--- src/rtl/pipeline_hazard_ctrl.sv ---
// Stall/flush controller for the 5-stage pipeline: thermometer stall vector, branch flush, multi-cycle EX tracking.
// Outputs are combinational from registered FSM state and current inputs; stall/flush performance counters are registered.
module pipeline_hazard_ctrl #(
    parameter int MULTI_CYCLES = 4,
    parameter int CNT_W        = 8
) (
    input  logic        clk,
    input  logic        reset,
    input  logic [4:0]  id_rs1,
    input  logic [4:0]  id_rs2,
    input  logic        id_uses_rs1,
    input  logic        id_uses_rs2,
    input  logic [4:0]  ex_rd,
    input  logic        ex_is_load,
    input  logic        ex_multi_start,
    input  logic        ex_br_taken,
    input  logic        mem_req,
    input  logic        mem_ready,
    output logic [4:0]  stall,
    output logic        br,
    output logic        ex_done,
    output logic        state,
    output logic [31:0] stall_cycles,
    output logic [15:0] flush_count
);

    typedef enum logic {RUN = 1'b0, MULTI = 1'b1} state_t;

    localparam logic [4:0] STALL_NONE = 5'b00000;
    localparam logic [4:0] STALL_LU   = 5'b00011;
    localparam logic [4:0] STALL_EX   = 5'b00111;
    localparam logic [4:0] STALL_MEM  = 5'b01111;

    state_t           state_q, state_d;
    logic [CNT_W-1:0] cnt_q, cnt_d;
    logic             memw;
    logic             load_use;

    assign memw = mem_req & ~mem_ready;

    assign load_use = ex_is_load && (ex_rd != 5'd0) &&
                      ((id_uses_rs1 && (id_rs1 == ex_rd)) ||
                       (id_uses_rs2 && (id_rs2 == ex_rd)));

    always_comb begin
        state_d = state_q;
        cnt_d   = cnt_q;
        stall   = STALL_NONE;
        br      = 1'b0;
        ex_done = 1'b0;

        // The counter keeps running under memw: the EX unit computes regardless of the freeze.
        if (state_q == MULTI && cnt_q != '0)
            cnt_d = cnt_q - 1'b1;

        if (memw) begin
            stall = STALL_MEM;
        end else if (state_q == MULTI) begin
            if (cnt_q != '0) begin
                stall = STALL_EX;
            end else begin
                ex_done = 1'b1;
                state_d = RUN;
                br      = ex_br_taken;
            end
        end else if (ex_multi_start) begin
            // A simultaneous taken branch is illegal; the multi-cycle op wins.
            stall   = STALL_EX;
            state_d = MULTI;
            cnt_d   = CNT_W'(MULTI_CYCLES - 2);
        end else if (ex_br_taken) begin
            br = 1'b1;
        end else if (load_use) begin
            stall = STALL_LU;
        end

        if (reset) begin
            stall   = STALL_NONE;
            br      = 1'b0;
            ex_done = 1'b0;
        end
    end

    always_ff @(posedge clk) begin
        if (reset) begin
            state_q      <= RUN;
            cnt_q        <= '0;
            stall_cycles <= '0;
            flush_count  <= '0;
        end else begin
            state_q <= state_d;
            cnt_q   <= cnt_d;
            if (stall[0])
                stall_cycles <= stall_cycles + 32'd1;
            if (br)
                flush_count <= flush_count + 16'd1;
        end
    end

    assign state = state_q;

endmodule
--- config.mk ---
export PLATFORM = sky130hd
export DESIGN_NAME = pipeline_hazard_ctrl
export DESIGN_NICKNAME = d
export VERILOG_FILES = /design/src/rtl/pipeline_hazard_ctrl.sv
export SDC_FILE = /design/constraint.sdc
export NUM_CORES = 1
export LEC_CHECK = 0
export ABC_AREA = 1
export CAP_MARGIN = 25
export CORE_ASPECT_RATIO = 0.75
export CORE_MARGIN = 5
export CORE_UTILIZATION = 40
export CTS_CLUSTER_DIAMETER = 200
export DETAILED_ROUTE_END_ITERATION = 8
export PLACE_DENSITY = 0.69
export SLEW_MARGIN = 15
export SYNTH_ARGS = -nofsm -noshare
export SYNTH_HDL_FRONTEND = slang
export SYNTH_SLANG_ARGS = --single-unit
--- constraint.sdc ---
create_clock -name clk -period 4.1 [get_ports clk]
set_clock_uncertainty 0.2 [all_clocks]
set_input_delay 1.23 -clock clk [delete_from_list [all_inputs] [get_ports clk]]
set_output_delay 1.23 -clock clk [all_outputs]
set_load 0.01 [all_outputs]
==> flow_summary.toml, run 1 <==
[min_path]
min_to = "cnt_q[0]"
worstHoldPathCells = 2
holdCritStartpoint = "cnt_q[0]"
hold_path_class = "reg2reg"

[worst_setup_path]
rr_worst_depth = 10
critPathLaunchType = "input pin"
cp.arrival_ns = 2.57
critical_path_class = "in2out"
end_kind = "primary output"
required_ns = 2.67
regToRegEndpoint = "stall_cycles[23]"
r2r_start = "stall_cycles[0]"
timing.critical_path.fanout_max = 2
reg2reg_slack_ns = 1.84

[global_route]
grt_max_degree = 40
grt_use_total = 0.1815
antenna_found_initial = 0
grt.overflow.total = 0
grt_pass1_wl_mm = 16.43
use_met1 = 0.2511
use_met3 = 0.05658
top_usage_layer = "met2"
grt_pass1_vias = 3534
globalRouteMet2Util = 0.2823

[power]
clockPowerShare = 0.451
combinationalPowerShare = 0.160
p_seq_frac = 0.389
power_mw = 1.508
peakVddDrop_mv = 0.1806
p_sw_frac = 0.2595
leakagePower_nw = 1.892
powerDensity_nw_per_um2 = 319.1
p_int_mw = 1.117
p_sw_uw = 391.3

[synthesis]
yosysSeqAreaShare = 0.3209
ys.flop_type = "dfxtp_1"
syn-num-nets = 618
synth-seq-cells = 57
synthArstFlopShare = 0
avgSynthCellArea_um2 = 6.017
synthCells = 591
yosys.area.top_type_share = 0.3209
synth_area_um2 = 3556
yosysMostFrequentCell = "nand2_1"
ys_warn_count = 0
synth_cell_types = 34
ys_top_cells_by_area = "dfxtp_1 (32%), nand2_1 (21%), nor2_1 (12%)"
yosys.area.top_type = "dfxtp_1"
synth_edf_count = 0
synth_common_cells = "nand2_1 (203), nor2_1 (115), inv_1 (61), dfxtp_1 (57), nand3_1 (36)"

[timing]
finalMaxSlewViolations = 0
fmaxAchievable_mhz = 250.2
timing.hold.ws_ns = 0.2595
finalHoldViolations = 0
setup_violations = 0
rsz0062_at_grt = "false"
fin_crit_ns = 3.997
period_share = 0.9748

[drt]
drt-wirelength-per-cell_um = 12.71
drtAntennaViolNets = 0
via_count = 3894
drc_errors = 0
routed_via_density = 4.948
drt-total-wl_mm = 10.01
firstDrtPassIters = 7
drtIter0Drc = 323

[clock_network]
cts_tree = "yes"
numCtsBuffers = 9
cts.clk_slew.worst_paths_ns = 0.05
clock_latency_ns = 0.32
htreeDepth = 3
cts_sinks = 57
clock-root-buffer = "clkbuf_16"
postCtsHoldBufs = 0
clockBufferDepth = 2

[die]
die_h_um = 91.66
core_area_um2 = 8563
initial_core_util = 0.4153
io_pins = 80
fp.dieArea_um2 = 10900
die_w_um = 118.9
row_count = 29

[run_status]
status = "finished clean"

[placed_design]
hpwlAfterDp_mm = 7.625
io_buffer_count = 78
placed_area_um2 = 4463
gp_congestion = 0.9591
dp_cells = 774

[cells_and_area]
final_nets = 704
antenna_cells = 0
final_cells = 787
drive_gt1_frac = 0.06627
design_area_um2 = 4726
syn2layout_area_growth_pct = 32.90
post-route-util = 0.5519

[run]
drv_cap = 0
-- cell usage in the layout (no fill, tap or decap), types with 7 or more instances in the layout --
cell type        instances
a21oi_1                 35
nor3_1                   7
xor2_1                   9
nand2_1                201
inv_1                   59
dfxtp_1                 57
nand3_1                 36
clkdlybuf4s50_1         67
nor2_1                 115
clkbuf_16                9
nand3b_1                 9
buf_4                   12
-- per-stage QoR --
| stage | setup slack (ns) | TNS, ns |
|---|---|---|
| 2_1_floorplan | 0.4181 | 0 |
| 3_5_place_dp | -0.3612 | -1.218 |
| 6_report | 0.1033 | 0 |
| 3_3_place_gp | -0.3436 | -1.196 |
| 5_1_grt | 0.0004396 | 0 |
| 4_1_cts | 0.01271 | 0 |
-- worst max path at each step --
stage / slack (ns) / from / cells past startpoint / endpoint
floorplan: 0.42 / mem_req / 10 / stall[1]
global placement: -0.34 / ex_rd[0] / 12 / stall[1]
detailed placement: -0.36 / ex_rd[4] / 12 / stall[1]
CTS: 0.01 / ex_rd[1] / 12 / stall[1]
global route: 0.0004 / mem_req / 9 / br
finish: 0.10 / mem_ready / 8 / br
-- sequential cells by signal, indices dropped and copies added, names as in the netlist --
name / flops
stall_cycles: 32
flush_count: 16
state: 1
cnt_q: 8
-- layout make-up --
cell class | instances | area, µm²
fill | 850 | 3837
multi-input combinational | 458 | 2092
inverter | 61 | 229.0
timing repair buffer | 90 | 858.3
clock buffer | 13 | 270.3
tap | 108 | 135.1
sequential | 57 | 1141
-- logic make-up (layout without fill, tap and decap cells) --
kind of cell | Yosys count | count (layout) | synth area share
buffers and inverters | 76 | 164 | 0.09219
AND/OR/NAND/NOR | 395 | 395 | 0.4761
adder cells (fa/ha/maj) | 3 | 3 | 0.01056
other | 1 | 1 | 0.001055
AO/OA/AOI/OAI | 47 | 47 | 0.06967
XOR/XNOR | 12 | 12 | 0.02956
flip-flops | 57 | 57 | 0.3209
-- repair_timing --
item                       4_1_cts  5_1_grt
pin swaps                        0        1
setup endpoints to repair        6        3
setup buffers                    0        0
resized for setup               16        6
-- metal layers --
metal,share of wire,vias up
met5,0,-
met4,0.012,0
met3,0.079,16
met2,0.43,138
met1,0.47,1731
li1,-,2009
-- power groups by stage --
stage / registers (mW) / clock network [mW] / logic, mW
2_1_floorplan: 0.597 / 0 / 0.165
3_3_place_gp: 0.597 / 0 / 0.242
3_5_place_dp: 0.597 / 0 / 0.245
4_1_cts: 0.586 / 0.690 / 0.244
5_1_grt: 0.588 / 0.715 / 0.268
6_report: 0.586 / 0.680 / 0.242
-- critical path: stages --
cell	delay [ns]
clkdlybuf4s50_1	0.45
nor2_1	0.04
inv_1	0.08
nand2_2	0.11
nor3_4	0.19
nand2_1	0.12
inv_1	0.09
clkdlybuf4s15_1	0.24
No activity file was read; power rests on OpenSTA's default activity.
==> inputs of run 2 (changes only) <==
--- a/config.mk
+++ b/config.mk
@@ -8,11 +8,10 @@
 export ABC_AREA = 1
 export CAP_MARGIN = 25
 export CORE_ASPECT_RATIO = 0.75
-export CORE_MARGIN = 5
-export CORE_UTILIZATION = 40
+export CORE_UTILIZATION = 42
 export CTS_CLUSTER_DIAMETER = 200
 export DETAILED_ROUTE_END_ITERATION = 8
-export PLACE_DENSITY = 0.69
+export PLACE_DENSITY = 0.72
 export SLEW_MARGIN = 15
 export SYNTH_ARGS = -nofsm -noshare
 export SYNTH_HDL_FRONTEND = slang
==> flow_summary.toml, run 2 (synthesis gave the netlist of run 1 again) <==
[cells_and_area]
final_cell_mix = "nand2_1 (201), nor2_1 (114), clkdlybuf4s50_1 (67)"
design_area_um2 = 4698
post-route-util = 0.5831
drive_gt1_frac = 0.06490
largest_reg_flops = 32
final_nets = 702
regMostFlops = "stall_cycles"
layout_commonest_cell = "nand2_1"
top_regs = "stall_cycles (32), flush_count (16), cnt_q (8)"
syn2layout_area_growth_pct = 32.13
antenna_cells = 0

[die]
row_count = 28
die_w_um = 108.2
die_h_um = 81.69
fp.dieArea_um2 = 8842
io_pins = 80
core_area_um2 = 8058
initial_core_util = 0.4413

[drt]
via_count = 3841
firstDrtPassIters = 5
drc_errors = 0
drtIter0Drc = 213
drt-total-wl_mm = 9.435
drtAntennaViolNets = 0
drt-wirelength-per-cell_um = 12.05
routed_via_density = 4.905

[worst_setup_path]
max_stage_delay_ns = 0.45
path_cells = "clkdlybuf4s50_1 -> inv_1 -> nor2_1 -> inv_1 -> nand2_2 -> nor2_8 -> nor2_1 -> dlygate4sd2_1"
rr_worst_depth = 11
cp.arrival_ns = 2.53
end_kind = "primary output"
required_ns = 2.67
startpoint = "mem_req"
timing.critical_path.fanout_max = 3
r2r_start = "cnt_q[0]"
critPathLaunchType = "input pin"
reg2reg_slack_ns = 1.88
endpoint = "stall[2]"
critical_path_class = "in2out"
regToRegEndpoint = "stall_cycles[7]"
cp_slowest_cell = "clkdlybuf4s50_1"

[global_route]
antenna_found_initial = 0
grt_pass1_vias = 3492
grt_max_degree = 40
grt.overflow.total = 0
grt_pass1_wl_mm = 15.95
grt_use_total = 0.2314

[placed_design]
hpwlAfterDp_mm = 7.096
placed_area_um2 = 4444
io_buffer_count = 78
gp_congestion = 0.9317
dp_worst_setup_slack_ns = -0.4057

[power]
powerDensity_nw_per_um2 = 317.6
leakagePower_nw = 1.877
peakVddDrop_mv = 0.2906

[timing]
finalHoldViolations = 0
finalMaxSlewViolations = 0
fin_crit_ns = 3.962
worst_slack_ns = 0.1377
fmaxAchievable_mhz = 252.4
setup_violations = 0
period_share = 0.9664
rsz0062_at_grt = "false"

[clock_network]
clock_latency_ns = 0.32
cts_sinks = 57
cts_tree = "yes"
numCtsBuffers = 9
postCtsHoldBufs = 0
htreeDepth = 3
cts.clk_slew.worst_paths_ns = 0.05
clockBufferDepth = 2
clock-root-buffer = "clkbuf_16"
cts_setup_buffers = 0

[min_path]
hold_path_class = "reg2reg"

[run]
drv_cap = 0

[run_status]
status = "finished clean"
==> run 2: changes by cell type in the layout (fill, tap and decap cells not counted) <==
cell,previous run,this run
buf_4,12,10
nor2_1,115,114
clkbuf_1,1,3
clkdlybuf4s15_1,1,0
nor2_2,3,4
clkbuf_8,3,2
clkbuf_2,0,1
==> run 2: metrics by stage <==
stage	TNS, ns	hold WS (ns)	cells	power [mW]
final	0	0.2740	783	1.492
after global routing	0	0.3036	783	1.562
after CTS	0	0.2752	783	1.511
after detailed placement	-1.369	0.2673	769	0.8405
after global placement	-1.153	0.2507	769	0.8355
after floorplan	0	0.2409	591	0.7612
==> run 2: what timing repair did <==
action / CTS / global route
setup endpoints to repair: 6 / 3
hold endpoints to repair: 0 / 0
gates resized for setup: 17 / 7
pin swaps: 1 / 1
==> run 2: layout make-up <==
cell class / instances / area [µm²]
fill: 792 / 3359
multi-input combinational: 458 / 2095
timing repair buffer: 88 / 838.3
tap: 105 / 131.4
clock buffer: 14 / 264.0
sequential: 57 / 1141
inverter: 61 / 229.0
==> run 2: power by group <==
group / switching (mW) / internal [mW] / leakage (nW) / total (mW)
Sequential: 0.0162 / 0.571 / 0.461 / 0.587
Clock: 0.233 / 0.434 / 0.129 / 0.667
Combinational: 0.140 / 0.0981 / 1.29 / 0.238
==> run 2: routing by layer <==
metal	global-route usage	vias up	share of wire
li1	-	2015	-
met1	0.3117	1716	0.50
met2	0.3701	105	0.44
met3	0.06349	5	0.061
met4	0.04795	0	0.0051
met5	0	-	0
==> run 2: critical path: cells and delay by family <==
| kind | cells | cell delay, ns |
|---|---|---|
| buf+inv | 4 | 0.86 |
| simple gates | 4 | 0.44 |
==> run 2: how the worst min path moves through the flow <==
stage | to | slack (ns) | startpoint | cells past startpoint
final | flush_count[5] | 0.27 | flush_count[5] | 2
after global routing | flush_count[5] | 0.30 | flush_count[5] | 2
after CTS | flush_count[5] | 0.28 | flush_count[5] | 2
after detailed placement | flush_count[5] | 0.27 | flush_count[5] | 2
after global placement | cnt_q[0] | 0.25 | cnt_q[0] | 2
after floorplan | cnt_q[0] | 0.24 | cnt_q[0] | 2
==> inputs of run 3 (changes only) <==
--- a/config.mk
+++ b/config.mk
@@ -6,7 +6,7 @@
 export NUM_CORES = 1
 export LEC_CHECK = 0
 export ABC_AREA = 1
-export CAP_MARGIN = 25
+export CAP_MARGIN = 0
 export CORE_ASPECT_RATIO = 0.75
 export CORE_UTILIZATION = 42
 export CTS_CLUSTER_DIAMETER = 200
==> results of run 3 <==
Same layout as run 2: the final DEF is identical, and so are final timing and power.
